==> src/rtl/uart_tx_ctrl_pkg.sv <==
// Shared types and constants for the UART transmit frame sequencer.
// Line levels and state encodings are kept here so checkers can bind to them.
package uart_tx_ctrl_pkg;

  localparam int DATA_WIDTH = 8;

  typedef enum logic [2:0] {
    IDLE   = 3'd0,
    START  = 3'd1,
    DATA   = 3'd2,
    PARITY = 3'd3,
    STOP   = 3'd4
  } tx_state_e;

  localparam logic START_BIT = 1'b0;
  localparam logic STOP_BIT  = 1'b1;
  localparam logic IDLE_BIT  = 1'b1;

endpackage

==> src/rtl/uart_tx_ctrl_if.sv <==
// Request/line bundle between a word source (master) and the frame sequencer (slave).
// Handshake: a word is taken in any IDLE cycle with Data_Valid=1 (par_load marks it);
// there is no backpressure other than busy, and requests seen while busy are dropped.
interface uart_tx_ctrl_if #(
  parameter int DATA_WIDTH = uart_tx_ctrl_pkg::DATA_WIDTH
);
  logic [DATA_WIDTH-1:0] P_DATA;
  logic                  Data_Valid;
  logic                  PAR_EN;
  logic                  par_bit;
  logic                  par_load;
  logic                  TX_OUT;
  logic                  busy;

  modport master (
    output P_DATA, Data_Valid, PAR_EN, par_bit,
    input  par_load, TX_OUT, busy
  );

  modport slave (
    input  P_DATA, Data_Valid, PAR_EN, par_bit,
    output par_load, TX_OUT, busy
  );
endinterface

==> src/rtl/uart_tx_ctrl_tx_serializer.sv <==
// Data shift register and shift counter for one frame, LSB first.
// ser_data is the next bit to commit to the line; ser_done marks the last bit on the line.
module uart_tx_ctrl_tx_serializer #(
  parameter int DATA_WIDTH = 8
) (
  input  logic                  clk,
  input  logic                  rst,
  input  logic                  load,
  input  logic                  shift_en,
  input  logic [DATA_WIDTH-1:0] p_data,
  output logic                  ser_data,
  output logic                  ser_done
);

  localparam int CW = $clog2(DATA_WIDTH) + 1;

  logic [DATA_WIDTH-1:0] shift_q, shift_d;
  logic [CW-1:0]         cnt_q, cnt_d;

  always_comb begin
    shift_d = shift_q;
    cnt_d   = cnt_q;
    if (load) begin
      shift_d = p_data;
      cnt_d   = '0;
    end else if (shift_en) begin
      shift_d = {1'b0, shift_q[DATA_WIDTH-1:1]};
      cnt_d   = cnt_q + 1'b1;
    end
  end

  always_ff @(posedge clk) begin
    if (rst) begin
      shift_q <= '0;
      cnt_q   <= '0;
    end else begin
      shift_q <= shift_d;
      cnt_q   <= cnt_d;
    end
  end

  // Each shift commits one bit to the output register, so after DATA_WIDTH
  // shifts the final data bit is the one currently on the line.
  assign ser_data = shift_q[0];
  assign ser_done = (cnt_q == CW'(DATA_WIDTH));

endmodule

==> src/rtl/uart_tx_ctrl.sv <==
// UART transmit frame sequencer: start, data (LSB first), optional parity, stop bits,
// one bit per baud clock, with a registered serial output.
module uart_tx_ctrl #(
  parameter int DATA_WIDTH = uart_tx_ctrl_pkg::DATA_WIDTH,
  parameter int STOP_BITS  = 1
) (
  input  logic                 CLK,
  input  logic                 RST,
  uart_tx_ctrl_if.slave        bus,
  output logic [2:0]           state_dbg
);

  import uart_tx_ctrl_pkg::*;

  localparam logic [2:0] ST_IDLE   = IDLE;
  localparam logic [2:0] ST_START  = START;
  localparam logic [2:0] ST_DATA   = DATA;
  localparam logic [2:0] ST_PARITY = PARITY;
  localparam logic [2:0] ST_STOP   = STOP;

  logic [2:0] state_q, state_d;
  logic       tx_q, tx_d;
  logic       busy_q, busy_d;
  logic       par_en_q, par_en_d;
  logic [1:0] stop_cnt_q, stop_cnt_d;
  logic       load, shift_en;
  logic       ser_data, ser_done;

  uart_tx_ctrl_tx_serializer #(
    .DATA_WIDTH (DATA_WIDTH)
  ) u_ser (
    .clk      (CLK),
    .rst      (RST),
    .load     (load),
    .shift_en (shift_en),
    .p_data   (bus.P_DATA),
    .ser_data (ser_data),
    .ser_done (ser_done)
  );

  // tx_d is the level the line will carry in the state being entered,
  // which keeps TX_OUT a plain flop with no path from the inputs.
  always_comb begin
    state_d    = state_q;
    tx_d       = IDLE_BIT;
    par_en_d   = par_en_q;
    stop_cnt_d = stop_cnt_q;
    load       = 1'b0;
    shift_en   = 1'b0;
    case (state_q)
      ST_IDLE: begin
        if (bus.Data_Valid) begin
          state_d  = ST_START;
          tx_d     = START_BIT;
          load     = 1'b1;
          par_en_d = bus.PAR_EN;
        end
      end
      ST_START: begin
        state_d  = ST_DATA;
        tx_d     = ser_data;
        shift_en = 1'b1;
      end
      ST_DATA: begin
        if (!ser_done) begin
          tx_d     = ser_data;
          shift_en = 1'b1;
        end else if (par_en_q) begin
          state_d = ST_PARITY;
          tx_d    = bus.par_bit;
        end else begin
          state_d    = ST_STOP;
          tx_d       = STOP_BIT;
          stop_cnt_d = '0;
        end
      end
      ST_PARITY: begin
        state_d    = ST_STOP;
        tx_d       = STOP_BIT;
        stop_cnt_d = '0;
      end
      ST_STOP: begin
        if (stop_cnt_q == 2'(STOP_BITS - 1)) begin
          state_d = ST_IDLE;
          tx_d    = IDLE_BIT;
        end else begin
          stop_cnt_d = stop_cnt_q + 2'd1;
          tx_d       = STOP_BIT;
        end
      end
      default: begin
        state_d = ST_IDLE;
        tx_d    = IDLE_BIT;
      end
    endcase
    busy_d = (state_d != ST_IDLE);
  end

  always_ff @(posedge CLK) begin
    if (RST) begin
      state_q    <= ST_IDLE;
      tx_q       <= IDLE_BIT;
      busy_q     <= 1'b0;
      par_en_q   <= 1'b0;
      stop_cnt_q <= '0;
    end else begin
      state_q    <= state_d;
      tx_q       <= tx_d;
      busy_q     <= busy_d;
      par_en_q   <= par_en_d;
      stop_cnt_q <= stop_cnt_d;
    end
  end

  assign bus.par_load = (state_q == ST_IDLE) && bus.Data_Valid;
  assign bus.TX_OUT   = tx_q;
  assign bus.busy     = busy_q;
  assign state_dbg    = state_q;

endmodule

==> src/flat_wrapper.sv <==
// flat-port wrapper written by rule: the top's interface ports become plain ports
module uart_tx_ctrl_flat import uart_tx_ctrl_pkg::*;
#(
  parameter int DATA_WIDTH = uart_tx_ctrl_pkg::DATA_WIDTH,
  parameter int STOP_BITS  = 1
)
  (CLK, RST, state_dbg, bus_P_DATA, bus_Data_Valid, bus_PAR_EN, bus_par_bit, bus_par_load, bus_TX_OUT, bus_busy);
  uart_tx_ctrl_if #(.DATA_WIDTH(DATA_WIDTH)) bus_i ();
  input  logic CLK;
  input  logic RST;
  output logic [2:0] state_dbg;
  input wire logic [$bits(bus_i.P_DATA)-1:0] bus_P_DATA;
  input wire logic [$bits(bus_i.Data_Valid)-1:0] bus_Data_Valid;
  input wire logic [$bits(bus_i.PAR_EN)-1:0] bus_PAR_EN;
  input wire logic [$bits(bus_i.par_bit)-1:0] bus_par_bit;
  output wire logic [$bits(bus_i.par_load)-1:0] bus_par_load;
  output wire logic [$bits(bus_i.TX_OUT)-1:0] bus_TX_OUT;
  output wire logic [$bits(bus_i.busy)-1:0] bus_busy;
  assign bus_i.P_DATA = bus_P_DATA;
  assign bus_i.Data_Valid = bus_Data_Valid;
  assign bus_i.PAR_EN = bus_PAR_EN;
  assign bus_i.par_bit = bus_par_bit;
  assign bus_par_load = bus_i.par_load;
  assign bus_TX_OUT = bus_i.TX_OUT;
  assign bus_busy = bus_i.busy;
  uart_tx_ctrl #(.DATA_WIDTH(DATA_WIDTH), .STOP_BITS(STOP_BITS)) u_core (.CLK(CLK), .RST(RST), .bus(bus_i), .state_dbg(state_dbg));
endmodule
==> config.mk <==
export PLATFORM = sky130hd
export DESIGN_NAME = uart_tx_ctrl_flat
export DESIGN_NICKNAME = d
export VERILOG_FILES = /design/src/rtl/uart_tx_ctrl_pkg.sv /design/src/rtl/uart_tx_ctrl_if.sv /design/src/rtl/uart_tx_ctrl_tx_serializer.sv /design/src/rtl/uart_tx_ctrl.sv /design/src/flat_wrapper.sv
export SDC_FILE = /design/constraint.sdc
export NUM_CORES = 1
export LEC_CHECK = 0
export CORE_MARGIN = 5
export CORE_UTILIZATION = 35
export DETAILED_ROUTE_END_ITERATION = 12
export PLACE_DENSITY_LB_ADDON = 0.12
export RECOVER_POWER = 50
export REMOVE_ABC_BUFFERS = 1
export SYNTH_ARGS = -nofsm -noshare
export SYNTH_HDL_FRONTEND = slang
export SYNTH_SLANG_ARGS = --single-unit
==> constraint.sdc <==
create_clock -name CLK -period 4.72 [get_ports CLK]
set_input_delay 0.944 -clock CLK [delete_from_list [all_inputs] [get_ports CLK]]
set_output_delay 0.944 -clock CLK [all_outputs]
set_load 0.01 [all_outputs]
After elaboration in Yosys (flattened, before gate mapping)
Cells that the tools add are included.
Word-level totals
  bits in registers: 20
  bits of input ports: 13
  output and inout bits: 6
  word-level logic and storage cells: 45
Operators by class
  $add $sub $neg: 2
  equality and inequality tests: 8
  mux-type cells: 19
  reduce and logical (&&, ||, !) cells: 9
Operator list (number)
  $mux 8: 2
  $pmux 3 s5: 1
  $mux 3: 4
  $eq 3x2->1 const B: 2
  $mux 1: 6
  $mux 2: 3
  $pmux 2 s3: 1
  $reduce_bool 3->1: 2
  $add 4x1->4 const B: 1
  $eq 4x4->1 const B: 1
  $ne 2x2->1 const B: 2
  $reduce_and 4->1: 1
  $eq 3x1->1 const B: 1
  $eq 3x3->1 const B: 1
  $logic_not 3->1: 1
  $pmux 1 s3: 1
  $add 2x1->2 const B: 1
  $logic_not 2->1: 1
  $ne 2x1->1 const B: 1
  $pmux 1 s2: 1
  $reduce_and 2->1: 1
  $reduce_bool 2->1: 1
  $reduce_or 2->1: 1
  $logic_and 1x1->1: 1

Logic depth before layout (Yosys ltp)
Gate-level depths: netlist of run 1.
  depth after elaboration: 5
  gate-level depth with buffers: 7
  mapped depth without buffers: 6

Hierarchy
Synthesis of run 1 repeated with hierarchy kept, for this count alone.
Second synthesis, totals
  cell total of the unflattened synthesis: 104
  area total of the unflattened synthesis: 998.5 um^2
Modules (own cells, without submodules)
  uart_tx_ctrl_tx_serializer: times used 1, cells an instance 58, area each 574.3 um^2, seq. area each 240.2 um^2
  uart_tx_ctrl: times used 1, cells an instance 46, area each 424.2 um^2, seq. area each 160.2 um^2

Worst setup path after synthesis of run 1
No wires, ideal clock.
  path type: input port to output port
  start point: in bus_Data_Valid
  end point: out bus_par_load
  arrival: 1202 ps
  data required time: 3776 ps
  setup slack: 2574 ps
  stages on the path: 2
  path buffers: 0
  path through: nand3b_1 > inv_2
Between the ends
  longest elaborated chain between the ends: 1
Ends and longest elaborated chain
  from (decl): RTL line flat_wrapper.sv:13  | input wire logic [$bits(bus_i.Data_Valid)-1:0] bus_Data_Valid;
  $logic_and 1x1->1: RTL line uart_tx_ctrl.sv:115  | assign bus.par_load = (state_q == ST_IDLE) && bus.Data_Valid;
  to (decl): RTL line flat_wrapper.sv:16  | output wire logic [$bits(bus_i.par_load)-1:0] bus_par_load;
No other way between the ends.

Final worst setup path of run 1
Same ends and word-level chain as after synthesis.

==> results of run 1 <==
-- power by group --
part	internal [mW]	switching, mW
registers	0.183	0.0163
logic	0.0408	0.0418
clock network	0.0471	0.0539
-- cell usage in the layout (no fill, tap or decap), types with 2 or more instances in the layout --
master           Yosys  layout
clkbuf_4             0       3
nand2_1              5       5
dlygate4sd3_1        0       3
nor3_1               5       5
xor2_1               2       2
nor2_1              23      23
a211oi_1             5       5
nand4b_1             3       3
a22oi_1              4       4
clkdlybuf4s50_1      0      15
nand3b_1             7       7
inv_1                9       9
nor4_1               2       2
nor3b_1              2       2
nor2b_1              2       2
a21oi_1              7       7
ha_1                 3       3
dfxtp_1             20      20
o221ai_1             6       6
-- metrics by stage --
step           instances  hold WS [ns]  worst slack, ns  power [mW]
4_1_cts              189         0.468             1.18       0.388
2_1_floorplan        122         0.426             2.36       0.249
6_report             189         0.462             1.11       0.382
5_1_grt              189         0.496             1.07       0.407
3_3_place_gp         185         0.442             1.24       0.284
3_5_place_dp         185         0.451             1.19       0.286
-- cell families (layout without fill, tap and decap cells) --
| kind of cell | Yosys count | in the layout | share of synthesized area, % |
|---|---|---|---|
| AND/OR/NAND/NOR | 57 | 57 | 29.6 |
| AO/OA/AOI/OAI | 28 | 28 | 19.2 |
| flip-flops | 20 | 20 | 36.3 |
| buffers and inverters | 19 | 33 | 8.17 |
| adder cells (fa/ha/maj) | 3 | 3 | 3.41 |
| XOR/XNOR | 3 | 3 | 2.38 |
| multiplexers | 1 | 1 | 0.908 |
-- critical path, delay by kind of cell --
kind	cells	cell delay [ns]
simple gates	1	0.12
buf+inv	4	1.60
-- sequential cells by signal, indices dropped and copies added, names as in the netlist --
| register | flops |
|---|---|
| u_core.u_ser.shift_q | 8 |
| u_core.bus.TX_OUT | 1 |
| u_core.par_en_q | 1 |
| u_core.stop_cnt_q | 2 |
| u_core.bus.busy | 1 |
| u_core.u_ser.cnt_q | 4 |
| u_core.state_dbg | 3 |
-- how the worst max path moves through the flow --
stage / to / slack, ns
floorplan: bus_par_load / 2.36
global placement: bus_par_load / 1.24
detailed placement: bus_par_load / 1.19
CTS: bus_par_load / 1.18
global route: bus_par_load / 1.07
finish: bus_par_load / 1.11
-- layout make-up --
class,instances,area (um^2),area share (%)
Multi-Input combinational cell,92,612,46.0
Sequential cell,20,400,30.1
Tap cell,44,55.1,4.14
Timing Repair Buffer,19,188,14.1
Clock buffer,4,36.3,2.73
Inverter,10,37.5,2.82
-- metal layers --
layer	wire length, um	up-vias	global-route usage, %	share of wire (%)
met5	0	-	0	0
met3	113	2	3.74	4.4
met1	1240	480	17.5	48
met2	1200	18	20.4	47
met4	18	0	3.05	0.70
li1	-	507	-	-
==> flow_summary_export.csv, run 1 <==
group,metric,value,unit
outcome,status,"finished, final reports clean",
setup_path,reg2reg_slack,2.52,ns
clocking,tritoncts,"built",
synth,synth_top_area_share,36.3,%
synth,syn_avg_cell_area,8.41,um^2
route,routedWlPerCell,13.6,um
route,num_vias,1007,
global_routing,antenna_found_initial,0,
synth,synth_commonest_cells,"nor2_1, dfxtp_1, inv_1",
sta,relSlewSlack,45.4,%
worst_hold_path,min_to,"u_core.stop_cnt_q[1]$_SDFFE_PP0P_",
floorplan,die-area,4370,um^2
clocking,cts_resized,0,
clocking,cts_hold_buf,0,
synth,syn_area,1100,um^2
sta,setup_tns,0,ns
global_routing,track_usage,13.0,%
setup_path,critPathArrivalTime,2.67,ns
synth,synth_edf_count,0,
floorplan,start_util,36.4,%
sta,setup_viol,0,
final_layout,n_fill_cell,318,
sta,drv_slew,0,
sta,final-hold-violation-count,0,
power_and_ir_drop,leakage,0.461,nW
setup_path,critPathLaunchType,"input pin",
final_layout,fin_nets,162,
synth,ys_seq_area_share,36.3,%
setup_path,worstSetupEndpointType,"output port",
clocking,clock-sinks,20,
synth,synth_warnings,0,
setup_path,reg2reg_depth,4,
clocking,clk_pin_slew,0.12,ns
clocking,cts_buffers,3,
setup_path,regToRegStartpoint,"u_core.state_dbg[0]$_SDFF_PP0_",
flow_run,max-cap-violations,0,
global_routing,grt-ovfl-total,0,
route,drc,0,
global_routing,grt_pass1_vias,955,
route,ant_nets,0,
setup_path,critPathMaxFanout,12,
final_layout,diodes,0,
synth,yosysTopAreaCell,"dfxtp_1",
synth,yosysMostFrequentCell,"nor2_1",
setup_path,worst-setup-path-type,"input pin to output port",
global_routing,grt_max_degree,24,
placed_design,port_buffers,18,
floorplan,die-width,66.1,um
global_routing,grt_pass1_wl,4.48,mm
clocking,htreeDepth,1,
power_and_ir_drop,power_density,288,nW/um^2
placed_design,hpwl,1.80,mm
synth,synthDistinctLibCells,36,
floorplan,row_count,20,
synth,netlist_instances,131,
worst_hold_path,hold_start,"u_core.stop_cnt_q[1]$_SDFFE_PP0P_",
final_layout,area_growth,20.5,%
final_layout,postLayoutCellArea,1330,um^2
floorplan,io_pins,19,
floorplan,die-height,66.1,um
floorplan,coreArea,3030,um^2
clocking,clk_latency,0.31,ns
sta,post-route-min-period,3.61,ns
synth,synth.area.top_cells,"dfxtp_1, nor2_1, nand3b_1",
clocking,cts_root_buf,"clkbuf_4",
clocking,postCtsSetupBuffers,0,
power_and_ir_drop,ir_drop,0.169,mV
sta,fin_skew,0.0126,ns
sta,period_share,76.5,%
synth,synth-seq-cells,20,
worst_hold_path,hold_depth,2,
route,drt-initial-drc-count,42,
sta,rsz0062_at_grt,"false",
setup_path,cp_slowest_cell,"dlygate4sd3_1",
synth,synthArstFlopShare,0,%
route,drtPass1Iterations,4,
final_layout,utilization,43.9,%
setup_path,worstPathCellList,"dlygate4sd3_1 -> nand3b_1 -> buf_4 -> inv_2 -> clkdlybuf4s50_1",
route,viasPerCell,5.33,
sta,fmax,277,MHz
final_layout,layout-drive-gt1-share,6.90,%
placed_design,gp_congestion,0.780,
route,routed_wl,2.58,mm
clocking,cts_max_path_buffers,2,
setup_path,crit_start,"bus_Data_Valid",
worst_hold_path,hp-class,"flop to flop",
setup_path,slowest_delay,0.70,ns
setup_path,reg2reg_to,"u_core.u_ser.shift_q[1]$_SDFFE_PP0P_",
setup_path,critical_path_required,3.78,ns
synth,synth_ff_type,"dfxtp_1",
sta,worst_pin_slew,0.817,ns
placed_design,dpl-instance-area,1290,um^2
(Power assumes the default switching activity.)
==> inputs of run 2 (changes only) <==
- clock period: 4.72 -> 3.66 ns (I/O delays scaled with it)
==> run 2 against run 1 <==
Against the previous run:
- clock-buffer cell count down 1
- combinational power up 27%
- sequential share of layout area up 0.67 points
- first-iteration DRC count up 67%
- cell count down 0.53%
- critical path type unchanged
==> flow_summary_export.csv, run 2 (synthesized netlist as in run 1, its figures left out) <==
group,metric,value,unit
placed_design,place_ws,0.686,ns
setup_path,worstSetupEndpointType,"output port",
placed_design,gp_congestion,0.761,
clocking,clk_pin_slew,0.11,ns
final_layout,fin_nets,162,
global_routing,track_usage,13.0,%
sta,drv_slew,0,
final_layout,n_fill_cell,312,
sta,fmax,335,MHz
route,drt-initial-drc-count,70,
clocking,clock-sinks,20,
global_routing,grt_max_degree,24,
final_layout,multi_input_area,597,um^2
clocking,cts_hold_buf,0,
final_layout,layout-drive-gt1-share,5.56,%
sta,period_share,81.6,%
sta,fin_skew,0.00982,ns
sta,setup_tns,0,ns
final_layout,postLayoutCellArea,1300,um^2
flow_run,max-cap-violations,0,
sta,setup_viol,0,
floorplan,row_count,20,
placed_design,dpl-instance-area,1290,um^2
sta,whs,0.462,ns
route,routed_wl,2.54,mm
global_routing,grt_pass1_wl,4.48,mm
route,routedWlPerCell,13.5,um
final_layout,largest_register_ffs,8,
route,viasPerCell,5.21,
floorplan,die-area,4370,um^2
final_layout,largest-register,"u_core.u_ser.shift_q",
sta,relSlewSlack,28.4,%
outcome,status,"finished, final reports clean",
sta,worst_slack,0.675,ns
floorplan,die-height,66.1,um
route,drc,0,
route,num_vias,980,
global_routing,grt_pass1_vias,972,
sta,post-route-min-period,2.98,ns
placed_design,hpwl,1.76,mm
final_layout,mostFrequentLayoutCell,"nor2_1",
clocking,cts_root_buf,"clkbuf_4",
final_layout,seqCellArea,400,um^2
power_and_ir_drop,leakage,0.453,nW
setup_path,critical_path_required,2.93,ns
clocking,htreeDepth,1,
placed_design,port_buffers,18,
clocking,postCtsSetupBuffers,0,
clocking,cts_max_path_buffers,2,
clocking,cts_resized,0,
clocking,cts_buffers,3,
global_routing,grt-ovfl-total,0,
placed_design,dp.cells,185,
setup_path,crit_path_frequent_cell,"clkdlybuf4s50_1",
setup_path,critPathMaxFanout,10,
global_routing,antenna_found_initial,0,
sta,final-hold-violation-count,0,
power_and_ir_drop,power_density,361,nW/um^2
final_layout,area_growth,17.9,%
setup_path,critPathLaunchType,"input pin",
final_layout,final_cell_count_no_fill,188,
route,ant_nets,0,
setup_path,slowest_delay,0.61,ns
clocking,tritoncts,"built",
floorplan,start_util,36.4,%
floorplan,io_pins,19,
power_and_ir_drop,ir_drop,0.190,mV
sta,worst_pin_slew,1.06,ns
final_layout,most-common-layout-cells,"nor2_1, dfxtp_1, clkdlybuf4s50_1",
setup_path,worstPathCellList,"clkdlybuf4s50_1 -> nand3b_1 -> inv_2 -> clkdlybuf4s50_1",
setup_path,cp_slowest_cell,"clkdlybuf4s50_1",
setup_path,critPathArrivalTime,2.25,ns
final_layout,diodes,0,
floorplan,coreArea,3030,um^2
setup_path,worst-setup-path-type,"input pin to output port",
route,drtPass1Iterations,4,
worst_hold_path,hp-class,"flop to flop",
floorplan,die-width,66.1,um
sta,rsz0062_at_grt,"false",
clocking,clk_latency,0.31,ns
## run 2: routing by layer
metal | track usage, % | part of all wire (%) | vias up
met5 | 0 | 0 | -
met4 | 4.57 | 1.4 | 0
met3 | 2.21 | 2.6 | 4
met2 | 19.7 | 44 | 12
met1 | 18.4 | 52 | 461
li1 | - | - | 503
## run 2: power by group
part | internal, mW | switching (mW) | total [mW]
combinational | 0.0515 | 0.0536 | 0.105
sequential | 0.235 | 0.0201 | 0.256
clock | 0.0384 | 0.0705 | 0.109
## run 2: worst max-delay path: cells and delay by family
family | cells | cell delay [ns]
AND/OR/NAND/NOR | 1 | 0.16
buffers and inverters | 3 | 1.36
## run 2: path summary, 6_finish.rpt
kind                                                    startpoint                              endpoint  slack (ns)  cells past startpoint
worst max-delay path                                bus_Data_Valid                          bus_par_load        0.68                      4
worst min-delay path             u_core.stop_cnt_q[1]$_SDFFE_PP0P_     u_core.stop_cnt_q[1]$_SDFFE_PP0P_        0.46                      2
worst max register to register  u_core.u_ser.cnt_q[0]$_SDFFE_PP0P_  u_core.u_ser.shift_q[4]$_SDFFE_PP0P_        1.37                      6
worst min register to register   u_core.stop_cnt_q[1]$_SDFFE_PP0P_     u_core.stop_cnt_q[1]$_SDFFE_PP0P_        0.46                      2
## run 2: cell type report
type	count	area share (%)
Sequential cell	20	30.8
Clock buffer	3	1.73
Tap cell	44	4.23
Inverter	10	2.89
Timing Repair Buffer	19	14.4
Multi-Input combinational cell	92	45.9
## run 2: through the flow
stage          utilization (%)  power, mW
5_1_grt                   42.9      0.502
2_1_floorplan                -      0.321
4_1_cts                   43.4      0.477
6_report                  42.9      0.470
3_5_place_dp              42.7      0.369
3_3_place_gp              42.7      0.367
==> inputs of run 3 (changes only) <==
- clock period: 3.66 -> 2.7 ns (I/O delays scaled with it)
==> run 3 against run 2 <==
Against the previous run:
- non-clock buffer count grew 4
- utilization up 0.87 points
- hold slack better by 0.0084 ns
- setup slack worse by 0.29 ns
- sequential cell count is the same
- clock skew decreased by 0.0056 ns
- combinational power grew 44%
- sequential power is 34% higher
==> flow_summary_export.csv, run 3 (synthesized netlist as in run 1, its figures left out) <==
group,metric,value,unit
power_and_ir_drop,ir_drop,0.385,mV
setup_path,worstSetupEndpointType,"output port",
sta,worst_slack,0.386,ns
power_and_ir_drop,p_sw,0.188,mW
setup_path,critPathMaxFanout,2,
floorplan,row_count,20,
flow_run,max-cap-violations,0,
sta,fmax,432,MHz
sta,whs,0.471,ns
global_routing,grt_pass1_wl,4.37,mm
clocking,clock-sinks,20,
sta,setup_viol,0,
clocking,cts_max_path_buffers,2,
sta,fin_skew,0.00418,ns
power_and_ir_drop,intPower,0.444,mW
final_layout,layout-drive-gt1-share,6.76,%
placed_design,hpwl,1.86,mm
power_and_ir_drop,leakage,0.465,nW
worst_hold_path,hp-class,"flop to flop",
final_layout,largest_register_ffs,8,
route,routed_wl,2.52,mm
sta,relSlewSlack,35.3,%
floorplan,die-height,66.1,um
power_and_ir_drop,p_sw_share,29.7,%
clocking,cts_buffers,3,
setup_path,critPathArrivalTime,1.77,ns
final_layout,utilization,43.8,%
route,viasPerCell,5.16,
floorplan,io_pins,19,
clocking,clk_latency,0.29,ns
clocking,tritoncts,"built",
route,drtPass1Iterations,4,
sta,drv_slew,0,
setup_path,critical_path_required,2.16,ns
sta,setup_tns,0,ns
floorplan,coreArea,3030,um^2
final_layout,diodes,0,
setup_path,worst-setup-path-type,"input pin to output port",
outcome,status,"finished, final reports clean",
final_layout,fin_nets,166,
final_layout,largest-register,"u_core.u_ser.shift_q",
power_and_ir_drop,p_clk_share,22.0,%
clocking,cts_hold_buf,0,
sta,rsz0062_at_grt,"false",
global_routing,grt-ovfl-total,0,
global_routing,antenna_found_initial,0,
final_layout,area_growth,20.3,%
final_layout,mostFrequentLayoutCell,"nor2_1",
power_and_ir_drop,p_total,0.632,mW
clocking,cts_resized,0,
route,num_vias,990,
placed_design,place_ws,0.377,ns
power_and_ir_drop,power_density,477,nW/um^2
clocking,htreeDepth,1,
sta,final-hold-violation-count,0,
floorplan,die-area,4370,um^2
global_routing,grt_pass1_vias,971,
clocking,clk_pin_slew,0.10,ns
floorplan,die-width,66.1,um
setup_path,critPathLaunchType,"input pin",
power_and_ir_drop,seqPwrFrac,54.2,%
placed_design,port_buffers,18,
sta,post-route-min-period,2.31,ns
sta,period_share,85.7,%
global_routing,track_usage,12.8,%
route,drt-initial-drc-count,59,
placed_design,gp_congestion,0.736,
power_and_ir_drop,combPwrFrac,23.9,%
sta,worst_pin_slew,0.962,ns
global_routing,grt_max_degree,14,
clocking,cts_root_buf,"clkbuf_4",
route,routedWlPerCell,13.1,um
final_layout,most-common-layout-cells,"nor2_1, dfxtp_1, clkdlybuf4s50_1",
floorplan,start_util,36.4,%
route,drc,0,
route,ant_nets,0,
clocking,postCtsSetupBuffers,0,
[run 3: power by group through the flow]
stage | registers, mW | logic (mW) | clock network, mW
2_1_floorplan | 0.349 | 0.0863 | 0
3_3_place_gp | 0.350 | 0.154 | 0
3_5_place_dp | 0.350 | 0.156 | 0
4_1_cts | 0.343 | 0.157 | 0.149
5_1_grt | 0.347 | 0.171 | 0.157
6_report | 0.342 | 0.151 | 0.139
[run 3: cell type report]
cell class              count  area [um^2]
multi-input cells          92          597
clock buffers               3         22.5
well taps                  44         55.1
repair buffers             23          214
flip-flops and latches     20          400
inverters                  10         37.5
fillers                   320         1700
[run 3: metal layers]
| metal | track usage (%) | vias to the layer above | wire length (um) | share of wire, % |
|---|---|---|---|---|
| met5 | 0 | - | 0 | 0 |
| li1 | - | 509 | - | - |
| met1 | 16.5 | 461 | 1250 | 50 |
| met2 | 20.8 | 16 | 1160 | 46 |
| met4 | 3.30 | 0 | 36 | 1.4 |
| met3 | 3.74 | 4 | 74 | 2.9 |
[run 3: worst paths after layout]
path / startpoint / end / slack, ns / cells past startpoint
worst max-delay path: bus_Data_Valid / bus_par_load / 0.39 / 4
worst min-delay path: u_core.u_ser.shift_q[1]$_SDFFE_PP0P_ / u_core.u_ser.shift_q[1]$_SDFFE_PP0P_ / 0.47 / 2
worst max register to register: u_core.u_ser.cnt_q[0]$_SDFFE_PP0P_ / u_core.u_ser.shift_q[6]$_SDFFE_PP0P_ / 0.48 / 6
worst min register to register: u_core.u_ser.shift_q[1]$_SDFFE_PP0P_ / u_core.u_ser.shift_q[1]$_SDFFE_PP0P_ / 0.47 / 2
[run 3: worst max-delay path, cell delays in order]
cell	delay, ns
clkdlybuf4s50_1	0.49
nand3b_1	0.13
clkinv_1	0.09
clkdlybuf4s50_1	0.53
[run 3: metrics by stage]
step	instance area, um^2	std cells
finish	1330	192
global placement	1320	189
global route	1330	192
CTS	1350	192
detailed placement	1320	189
floorplan	1050	122
